## src/rtl/bcd_xs3_pkg.sv

```systemverilog
// -----------------------------------------------------------------------------
// bcd_xs3_pkg
//   Shared types and constants for the BCD -> Excess-3 sequencer.
//   xs3_state_t : sequencer FSM states
//   XS3_OFFSET  : Excess-3 bias added to every digit
//   BCD_MAX     : largest legal BCD digit
//   is_bcd()    : 1 when a 4-bit digit is a legal BCD value (0..9)
// -----------------------------------------------------------------------------
package bcd_xs3_pkg;

  typedef enum logic [1:0] {
    IDLE = 2'd0,
    CONV = 2'd1,
    DONE = 2'd2
  } xs3_state_t;

  localparam logic [3:0] XS3_OFFSET = 4'd3;
  localparam logic [3:0] BCD_MAX    = 4'd9;

  function automatic logic is_bcd(input logic [3:0] digit);
    return digit <= BCD_MAX;
  endfunction

endpackage

```

## src/rtl/bcd_xs3_seq_ctrl_if.sv

```systemverilog
// -----------------------------------------------------------------------------
// bcd_xs3_seq_ctrl_if
//   Valid/ready bundle for the BCD -> Excess-3 sequencer.
//   in_valid/in_ready/in_bcd    : producer side, one packed BCD word
//   out_valid/out_ready/out_xs3 : consumer side, one packed Excess-3 word
//   master : the surrounding system (drives in_valid, in_bcd, out_ready)
//   slave  : the sequencer (drives in_ready, out_valid, out_xs3)
// -----------------------------------------------------------------------------
interface bcd_xs3_seq_ctrl_if #(
  parameter int NDIGITS = 4
);

  logic                   in_valid;
  logic                   in_ready;
  logic [4*NDIGITS-1:0]   in_bcd;
  logic                   out_valid;
  logic                   out_ready;
  logic [4*NDIGITS-1:0]   out_xs3;

  modport master (
    output in_valid, in_bcd, out_ready,
    input  in_ready, out_valid, out_xs3
  );

  modport slave (
    input  in_valid, in_bcd, out_ready,
    output in_ready, out_valid, out_xs3
  );

endinterface

```

## src/rtl/bcd_xs3_digit.sv

```systemverilog
// -----------------------------------------------------------------------------
// bcd_xs3_digit
//   Combinational single-digit Excess-3 converter, enable gated.
//   in  [3:0] : BCD digit
//   enb       : 1 = convert, 0 = force output to zero
//   out [3:0] : in + 3 (modulo 16) when enabled, else 0
// -----------------------------------------------------------------------------
module bcd_xs3_digit
  import bcd_xs3_pkg::*;
(
  input  logic [3:0] in,
  input  logic       enb,
  output logic [3:0] out
);

  // 4-bit add wraps on purpose: illegal digits 10..15 map to 13,14,15,0,1,2.
  assign out = enb ? (in + XS3_OFFSET) : 4'd0;

endmodule

```

## src/rtl/bcd_xs3_seq_ctrl.sv

```systemverilog
// -----------------------------------------------------------------------------
// bcd_xs3_seq_ctrl
//   Converts a packed NDIGITS-digit BCD word to Excess-3, one digit per clock,
//   time-sharing a single bcd_xs3_digit converter.
//   clk    : system clock, rising edge
//   rst_n  : asynchronous active-low reset
//   bus    : bcd_xs3_seq_ctrl_if.slave (in_valid/in_ready/in_bcd,
//            out_valid/out_ready/out_xs3)
//   busy   : high while a word is in flight (CONV or DONE)
//   err    : only with BCD_XS3_DIGIT_CHECK_EN defined; set when the captured
//            word holds a digit above 9, cleared on the next accept
//   Optional feature macro: BCD_XS3_DIGIT_CHECK_EN
// -----------------------------------------------------------------------------
module bcd_xs3_seq_ctrl
  import bcd_xs3_pkg::*;
#(
  parameter int NDIGITS = 4
) (
  input  logic                 clk,
  input  logic                 rst_n,
  bcd_xs3_seq_ctrl_if.slave    bus,
`ifdef BCD_XS3_DIGIT_CHECK_EN
  output logic                 busy,
  output logic                 err
`else
  output logic                 busy
`endif
);

  // Keep a 1-bit index even for a single-digit build.
  localparam int                IDX_W    = (NDIGITS > 1) ? $clog2(NDIGITS) : 1;
  localparam logic [IDX_W-1:0]  LAST_IDX = IDX_W'(NDIGITS - 1);

  xs3_state_t                  state, state_nxt;
  logic [IDX_W-1:0]            idx;
  logic [NDIGITS-1:0][3:0]     hold_q;
  logic [NDIGITS-1:0][3:0]     xs3_q;
  logic [3:0]                  cur_digit;
  logic [3:0]                  conv_out;
  logic                        conv_en;
  logic                        accept;
  logic                        last_digit;

  assign accept     = bus.in_valid && (state == IDLE);
  assign last_digit = (idx == LAST_IDX);
  assign cur_digit  = hold_q[idx];
  assign bus.out_xs3 = xs3_q;

  // ---------------------------------------------------------------------------
  // FSM state register
  // ---------------------------------------------------------------------------
  // NOTE: sequential state uses non-blocking (<=) so every flop samples the
  // pre-edge values regardless of process ordering.
  always_ff @(posedge clk or negedge rst_n) begin
    if (!rst_n) state <= IDLE;
    else        state <= state_nxt;
  end

  // ---------------------------------------------------------------------------
  // FSM next state and decoded outputs
  // ---------------------------------------------------------------------------
  // NOTE: every output of this block is given a default first, so no path
  // leaves a signal unassigned and no latch is inferred.
  always_comb begin
    state_nxt     = state;
    bus.in_ready  = 1'b0;
    bus.out_valid = 1'b0;
    busy          = 1'b0;
    conv_en       = 1'b0;
    case (state)
      IDLE: begin
        bus.in_ready = 1'b1;
        if (bus.in_valid) state_nxt = CONV;
      end
      CONV: begin
        busy    = 1'b1;
        conv_en = 1'b1;
        if (last_digit) state_nxt = DONE;
      end
      DONE: begin
        busy          = 1'b1;
        bus.out_valid = 1'b1;
        // in_ready stays low here: no accept on the DONE->IDLE edge.
        if (bus.out_ready) state_nxt = IDLE;
      end
      default: state_nxt = IDLE;
    endcase
  end

  // ---------------------------------------------------------------------------
  // Shared digit converter
  // ---------------------------------------------------------------------------
  bcd_xs3_digit u_digit (
    .in  (cur_digit),
    .enb (conv_en),
    .out (conv_out)
  );

  // ---------------------------------------------------------------------------
  // Datapath: capture, digit index, result slots
  // ---------------------------------------------------------------------------
  // NOTE: the holding and result registers are reset as well; the result is a
  // visible output that must read zero after reset, and both are small.
  always_ff @(posedge clk or negedge rst_n) begin
    if (!rst_n) begin
      idx    <= '0;
      hold_q <= '0;
      xs3_q  <= '0;
    end else if (accept) begin
      hold_q <= bus.in_bcd;
      idx    <= '0;
    end else if (state == CONV) begin
      xs3_q[idx] <= conv_out;
      idx        <= last_digit ? '0 : idx + 1'b1;
    end
  end

`ifdef BCD_XS3_DIGIT_CHECK_EN
  // ---------------------------------------------------------------------------
  // Illegal-digit flag: sticky across the word, cleared by the next accept.
  // ---------------------------------------------------------------------------
  always_ff @(posedge clk or negedge rst_n) begin
    if (!rst_n)                                 err <= 1'b0;
    else if (accept)                            err <= 1'b0;
    else if (state == CONV && !is_bcd(cur_digit)) err <= 1'b1;
  end
`endif

endmodule

```

## src/flat_wrapper.sv

```systemverilog
// flat-port wrapper written by rule: the top's interface ports become plain ports
module bcd_xs3_seq_ctrl_flat import bcd_xs3_pkg::*;
#(
  parameter int NDIGITS = 4
)
  (clk, rst_n, busy, bus_in_valid, bus_in_bcd, bus_out_ready, bus_in_ready, bus_out_valid, bus_out_xs3);
  bcd_xs3_seq_ctrl_if #(.NDIGITS(NDIGITS)) bus_i ();
  input  logic clk;
  input  logic rst_n;
  output logic busy;
  input wire logic [$bits(bus_i.in_valid)-1:0] bus_in_valid;
  input wire logic [$bits(bus_i.in_bcd)-1:0] bus_in_bcd;
  input wire logic [$bits(bus_i.out_ready)-1:0] bus_out_ready;
  output wire logic [$bits(bus_i.in_ready)-1:0] bus_in_ready;
  output wire logic [$bits(bus_i.out_valid)-1:0] bus_out_valid;
  output wire logic [$bits(bus_i.out_xs3)-1:0] bus_out_xs3;
  assign bus_i.in_valid = bus_in_valid;
  assign bus_i.in_bcd = bus_in_bcd;
  assign bus_i.out_ready = bus_out_ready;
  assign bus_in_ready = bus_i.in_ready;
  assign bus_out_valid = bus_i.out_valid;
  assign bus_out_xs3 = bus_i.out_xs3;
  bcd_xs3_seq_ctrl #(.NDIGITS(NDIGITS)) u_core (.clk(clk), .rst_n(rst_n), .bus(bus_i), .busy(busy));
endmodule
```

## config.mk

```make
export PLATFORM = sky130hd
export DESIGN_NAME = bcd_xs3_seq_ctrl_flat
export DESIGN_NICKNAME = d
export VERILOG_FILES = /design/src/rtl/bcd_xs3_pkg.sv /design/src/rtl/bcd_xs3_seq_ctrl_if.sv /design/src/rtl/bcd_xs3_digit.sv /design/src/rtl/bcd_xs3_seq_ctrl.sv /design/src/flat_wrapper.sv
export SDC_FILE = /design/constraint.sdc
export NUM_CORES = 1
export LEC_CHECK = 0
export BUFFER_PORTS_ARGS = -buffer_cell sky130_fd_sc_hd__buf_4
export CAP_MARGIN = 20
export CORE_MARGIN = 2
export CORE_UTILIZATION = 50
export CTS_CLUSTER_DIAMETER = 40
export CTS_CLUSTER_SIZE = 25
export DETAILED_ROUTE_END_ITERATION = 12
export GPL_ROUTABILITY_DRIVEN = 0
export MAX_ROUTING_LAYER = met4
export PLACE_DENSITY = 0.86
export SETUP_SLACK_MARGIN = 0.15
export SKIP_CTS_REPAIR_TIMING = 1
export SYNTH_ARGS = -nofsm -noshare
export SYNTH_HDL_FRONTEND = slang
export SYNTH_SLANG_ARGS = --single-unit
```

## constraint.sdc

```tcl
create_clock -name clk -period 5.6 [get_ports clk]
set_input_delay 0.56 -clock clk [delete_from_list [all_inputs] [get_ports clk]]
set_output_delay 0.56 -clock clk [all_outputs]
set_load 0.1 [all_outputs]
```

==> results of run 1 <==
-- per-layer routing --
| layer | vias to the layer above | part of all wire [%] | GRT usage [%] |
|---|---|---|---|
| li1 | 514 | - | - |
| met1 | 529 | 41 | 21.2 |
| met2 | 33 | 52 | 31.5 |
| met3 | 2 | 6.6 | 7.77 |
| met4 | 0 | 0.28 | 4.66 |
| met5 | - | 0 | - |
-- kinds of logic (layout without fill, tap and decap cells) --
family | after synthesis | count (layout) | share of synthesized area [%]
buf+inv | 12 | 56 | 3.20
fa+ha+maj | 10 | 10 | 7.62
simple gates | 19 | 19 | 4.57
mux | 29 | 29 | 22.5
xor+xnor | 2 | 2 | 1.52
flops | 36 | 36 | 54.8
compound gates | 15 | 15 | 5.71
-- registers in the layout, summed over array words and instances, names as in the netlist --
register / flops
u_core.hold_q: 16
u_core.bus.out_xs3: 16
u_core.state: 2
u_core.idx: 2
-- placed cells by master, fill, tap and decap left out --
cell and count:
xor2_2 1, buf_4 38, nor2_1 2, mux4_2 4, dfrtp_1 36, mux2_2 24, a21oi_1 3, mux2i_1 1
a222oi_1 1, nand2b_1 1, o31ai_1 4, o21ai_2 1, ha_1 10, clkinv_2 2, xor2_1 1, o21ai_0 6
clkinv_4 1, nand2_1 15, inv_1 10, nor3_1 1, clkbuf_4 5
-- critical path: cells and delay by family, from the launching register on --
family                     cells  cell delay, ns
buffers and inverters          2            0.46
DFF                            1            0.40
adders and majority gates      1            0.27
-- final timing paths --
| check | from | endpoint | slack, ns | depth (start not counted) |
|---|---|---|---|---|
| max | u_core.state[1] | bus_in_ready | 3.57 | 3 |
| min | rst_n | u_core.bus.out_xs3[3] | 0.14 | 1 |
| max reg2reg | u_core.idx[0] | u_core.bus.out_xs3[6] | 3.58 | 6 |
| min reg2reg | u_core.bus.out_xs3[3] | u_core.bus.out_xs3[3] | 0.50 | 2 |
| max in group asynchronous | rst_n | u_core.bus.out_xs3[15] | 5.15 | 1 |
| min in group clk | bus_in_valid | u_core.idx[1] | 0.40 | 2 |
-- metrics by stage --
stage / hold WS [ns] / util [%] / cell area [µm²]
3_5_place_dp: 0.472 / 63.9 / 1970
5_1_grt: 0.152 / 65.8 / 2020
3_3_place_gp: 0.465 / 63.9 / 1970
6_report: 0.143 / 65.8 / 2020
4_1_cts: 0.140 / 65.8 / 2020
2_1_floorplan: 0.264 / - / 1640
-- area by class of cell --
type / count / area, µm² / share of cell area, %
clock inverter: 3 / 18.8 / 0.927
sequential: 36 / 901 / 44.5
tap: 44 / 55.1 / 2.72
multi-input combinational: 75 / 689 / 34.1
inverter: 10 / 37.5 / 1.85
timing repair buffer: 38 / 285 / 14.1
clock buffer: 5 / 37.5 / 1.85
==> summary.md, run 1 <==
| Metric | Value |
|---|---|
| Drt total wl | `a little under 3 mm` |
| Worst endpoint required time | `5.04 ns` |
| Initial core utilization | `53.4%` |
| Global route total overflow | `0` |
| Placed insts | `203` |
| CTS clock-pin slew for the worst setup and hold paths | `approximately 0.11 ns` |
| Final HPWL DP | `2.32 mm` |
| Htree depth | `2` |
| Die height | `61.3 µm` |
| Max Clk Rate | `approximately 500 MHz` |
| CTS Buffer Depth | `2` |
| Initial DRC count | `26` |
| Post-synth top area share | `a little over half` |
| Vias/cell | `roughly 5.1` |
| Hold Fails Final Rpt | `0` |
| Cts bufs inserted | `5` |
| RSZ-0062 raised after global routing | `false` |
| Clock latency on the worst-skew pair | `0.35 ns` |
| Nets | `196` |
| Relative slew slack | `59.4%` |
| Count of flip-flops with a built-in enable after synthesis | `0` |
| Critical path type | `reg2out` |
| FF+latch count, synth | `36` |
| Cells along the critical path | `inv_1 -> ha_1 -> buf_4` |
| Area Growth Syn to Fin | `23.2%` |
| Syn Area/Cell | `13.4 µm²` |
| FILL cells | `258` |
| Main synth FF type | `dfrtp_1` |
| Fraction of registers with async set or reset after synthesis | `100%` |
| Largest net degree at the start of global routing | `37` |
| Most frequent cell after synthesis | `dfrtp_1` |
| Worst Setup Start Kind | `flop` |
| Final Setup Violations | `0` |
| Critical Path End Type | `output pin` |
| Fin cells | `211` |
| Max-cap violations | `0` |
| CP max-delay cell | `dfrtp_1` |
| Status | `finished, final reports clean` |
| Most common library cells after synthesis | `dfrtp_1 (36), mux2_2 (24), nand2_1 (15)` |
| Pre-CTS WS | `3.58 ns` |
| Die width | `61.3 µm` |
| Antenna-violating nets left | `0` |
| Yosys top cell by area | `dfrtp_1` |
| Final Critical Period | `slightly above 2 ns` |
| Std-Cell Rows | `20` |
| Antenna diode count | `0` |
| Final TNS setup | `0 ns` |
| Distinct cell type count after synthesis | `19` |
| Syn Nets | `153` |
| Root buf cell | `clkbuf_4` |
| Sequential element share of the synthesized area | `54.8%` |
| Clk sinks | `36` |
| Max incr delay on CP | `~0.40 ns` |
| Synthesis warning total | `0` |
| Residual DRC count | `0` |
| Least-Margin Pin Slew | `0.607 ns` |
| Gr usage total | `18.9%` |
| Critical Path Fanout Max | `5` |
| Core area | `3080 µm²` |
| Die footprint | `3760 µm²` |
| Via count | `1078` |
| Clk_skew | `0.0127 ns` |
| HP Class | `in2async` |
| Top-level port count | `39` |
| Max Slew Vio Count | `0` |
| CTS tree | `built` |
| Vias in the first global route | `about 1100` |
| Post-Syn Area | `between 1500 and 2000 µm²` |
| Fin crit share | `36.3%` |
| Worst setup margin | `around 3.6 ns` |
| Ratio of cells with drive above 1 in the final layout | `about 46%` |
| Synth Instances | `123` |
| I/O Buffers | `38` |
| Crit path DAT | `1.47 ns` |
| Routed wire per std cell | `between 10 and 15 µm` |
| Top post-synthesis cells by area | `dfrtp_1 (55%), mux2_2 (16%), ha_1 (7.6%), mux4_2 (5.5%), nand2_1 (3.4%)` |
| First-pass GRT wire length | `4.84 mm` |
| Initial antenna violation count | `0` |
| Drt pass-1 iters | `4` |
Power of run 1 is left out: the tool's default activity adds up to more than one toggle a clock period on the data nets, which glitch-free logic cannot reach.
==> run 2, diff against run 1 <==
--- a/config.mk
+++ b/config.mk
@@ -5,10 +5,11 @@
 export SDC_FILE = /design/constraint.sdc
 export NUM_CORES = 1
 export LEC_CHECK = 0
+export ABC_AREA = 1
 export BUFFER_PORTS_ARGS = -buffer_cell sky130_fd_sc_hd__buf_4
 export CAP_MARGIN = 20
 export CORE_MARGIN = 2
-export CORE_UTILIZATION = 50
+export CORE_UTILIZATION = 48
 export CTS_CLUSTER_DIAMETER = 40
 export CTS_CLUSTER_SIZE = 25
 export DETAILED_ROUTE_END_ITERATION = 12
==> constraint.sdc (replaced) <==
create_clock -name clk -period 1.7 [get_ports clk]
set_input_delay 0.17 -clock clk [delete_from_list [all_inputs] [get_ports clk]]
set_output_delay 0.17 -clock clk [all_outputs]
set_load 0.1 [all_outputs]
==> run 2 against run 1 <==
Effect of this change:
- utilization grew 1.0 points
- hold slack worse by 0.11 ns
- die area grew 9.7%
- highest routed layer unchanged
- clock-buffer cell count grew 2
- clock skew increased by 0.0041 ns
- cell count grew 31%
==> summary.md, run 2 <==
| Metric | Value |
|---|---|
| Pre-CTS WS | `0.0524 ns (-3.53 ns)` |
| Relative slew slack | `70.4% (+11 points)` |
| CTS tree | `built` |
| Worst setup margin | `0.211 ns (-3.36 ns)` |
| Residual DRC count | `0 (unchanged)` |
| Count of flip-flops with a built-in enable after synthesis | `0 (unchanged)` |
| Drt total wl | `3.56 mm (+22%)` |
| Crit path DAT | `1.32 ns (-0.15 ns)` |
| Area Growth Syn to Fin | `31.0%` |
| Cts bufs inserted | `5 (unchanged)` |
| Final TNS setup | `0 ns (unchanged)` |
| Most frequent cell after synthesis | `nand2_1` |
| Critical Path Fanout Max | `4 (-1)` |
| Fin crit share | `approximately 90%` |
| HP Class | `in2reg` |
| Bufs and invs on worst path | `2 (unchanged)` |
| Critical Path End Type | `output pin` |
| Most frequent cells in the layout | `nand2_1 (50), buf_4 (44), dfrtp_1 (35)` |
| Die height | `64.2 µm (+4.8%)` |
| Initial core utilization | `51.0% (-2.4 points)` |
| Nets | `259 (+32%)` |
| Post-synth top area share | `51.7% (-3.1 points)` |
| Top-level port count | `39 (unchanged)` |
| Distinct cell type count after synthesis | `22 (+3)` |
| Routed wire per std cell | `12.9 µm (-6.5%)` |
| Status | `finished, final reports clean` |
| Placed insts | `261 (+29%)` |
| First-pass GRT wire length | `5.91 mm (+22%)` |
| Final Critical Period | `between 1 and 1.5 ns` |
| Syn Area/Cell | `9.90 µm² (-26%)` |
| Fraction of registers with async set or reset after synthesis | `100% (unchanged)` |
| Most common library cells after synthesis | `nand2_1 (51), dfrtp_1 (36), mux2_2 (13)` |
| Initial DRC count | `64 (+150%)` |
| R2R cell count | `8 (+2)` |
| Max Slew Vio Count | `0 (unchanged)` |
| Die footprint | `4130 µm² (+9.7%)` |
| Worst Setup Start Kind | `flop` |
| Global route total overflow | `0 (unchanged)` |
| Gr usage total | `19.5% (+0.62 points)` |
| Commonest non-fill, non-tap cell in the layout | `nand2_1` |
| Largest net degree at the start of global routing | `37 (unchanged)` |
| Top post-synthesis cells by area | `dfrtp_1 (52%), nand2_1 (11%), mux2_2 (8.4%), ha_1 (7.2%), inv_1 (2.6%)` |
| Root buf cell | `clkbuf_4` |
| Reg-to-reg setup timing slack | `0.22 ns (-3.36 ns)` |
| Least-Margin Pin Slew | `0.444 ns (-0.164 ns)` |
| Sequential element share of the synthesized area | `51.7% (-3.1 points)` |
| Yosys top cell by area | `dfrtp_1` |
| Max Clk Rate | `672 MHz` |
| Die width | `64.2 µm (+4.8%)` |
| Final Setup Violations | `0 (unchanged)` |
| Hold path cells | `2` |
| Max incr delay on CP | `0.41 ns (about the same)` |
| Clk sinks | `36 (unchanged)` |
| Critical path type | `reg2out` |
| CP max-delay cell | `dfrtp_1` |
| Antenna diode count | `0 (unchanged)` |
| Worst path depth | `3 (unchanged)` |
| Synth Instances | `176 (+43%)` |
| Synthesis warning total | `0 (unchanged)` |
| Fin cells | `276 (+31%)` |
| FF+latch count, synth | `36 (unchanged)` |
| Cells along the critical path | `inv_2 -> ha_4 -> buf_6` |
| Antenna-violating nets left | `0 (unchanged)` |
| Post-Syn Area | `1740 µm² (+6.0%)` |
| Vias/cell | `5.08 (-0.64%)` |
| Hold Fails Final Rpt | `0 (unchanged)` |
| Worst endpoint required time | `1.53 ns (-3.51 ns)` |
| Max-cap violations | `0 (unchanged)` |
| Final HPWL DP | `2.62 mm (+13%)` |
| CTS clock-pin slew for the worst setup and hold paths | `0.11 ns (about the same)` |
| I/O Buffers | `38 (unchanged)` |
| Clock latency on the worst-skew pair | `0.36 ns (about the same)` |
| Vias in the first global route | `1374 (+27%)` |
| Ratio of cells with drive above 1 in the final layout | `41.7% (-3.8 points)` |
| Core area | `3420 µm² (+11%)` |
| Clk_skew | `0.0168 ns (+0.00407 ns)` |
| CTS Buffer Depth | `2 (unchanged)` |
| Initial antenna violation count | `0 (unchanged)` |
| CP delay by family, top | `flip-flops` |
| Main synth FF type | `dfrtp_1` |
| Htree depth | `2 (unchanged)` |
| Via count | `1401 (+30%)` |
| Drt pass-1 iters | `4 (unchanged)` |
| RSZ-0062 raised after global routing | `true` |
| Syn Nets | `206 (+35%)` |
| Std-Cell Rows | `21 (+5.0%)` |
-- run 2: changes by cell type after synthesis, moves of 3 or more --
cell	before	now
nand2_1	15	51
mux2_2	24	13
nor2_1	2	8
nand3_1	0	5
mux4_2	4	0
nand2_2	0	4
nand4_1	0	4
o31ai_1	4	0
a21oi_1	3	6
inv_2	0	3
nand3_2	0	3
-- run 2: cells by family after synthesis --
group | after synthesis | synth area share (%)
compound gates | 20 | 7.18
fa+ha+maj | 10 | 7.18
buf+inv | 19 | 5.10
flops | 36 | 51.7
mux | 13 | 8.41
simple gates | 78 | 20.4
-- run 2: per-layer routing --
layer	track usage, %	share of wire, %
met1	21.8	43
met2	32.0	50
met3	4.75	4.9
met4	11.2	2.7
met5	-	0
-- run 2: path summary, 6_finish.rpt --
check	startpoint	to
max in group asynchronous	rst_n	u_core.idx[0]
setup reg to reg	u_core.idx[0]	u_core.bus.out_xs3[7]
setup / recovery	u_core.state[0]	busy
hold / removal	bus_in_bcd[15]	u_core.hold_q[15]
min in group asynchronous	rst_n	u_core.state[1]
hold reg to reg	u_core.bus.out_xs3[3]	u_core.bus.out_xs3[3]
-- run 2: stage by stage --
stage | instance area, µm² | hold slack [ns] | utilization [%]
floorplan | 1760 | -0.126 | -
global placement | 2110 | 0.146 | 61.7
detailed placement | 2110 | 0.151 | 61.7
CTS | 2170 | -0.246 | 63.6
global route | 2280 | 0.0324 | 66.8
finish | 2280 | 0.0320 | 66.8
-- run 2: layout make-up --
cell class,count,area [µm²]
flip-flops and latches,36,902
fillers,278,1130
clock buffers,7,55.1
well taps,46,57.6
inverters,16,67.6
clock inverters,1,7.51
multi-input cells,121,807
repair buffers,49,385
Power of run 2 is left out for the same reason.
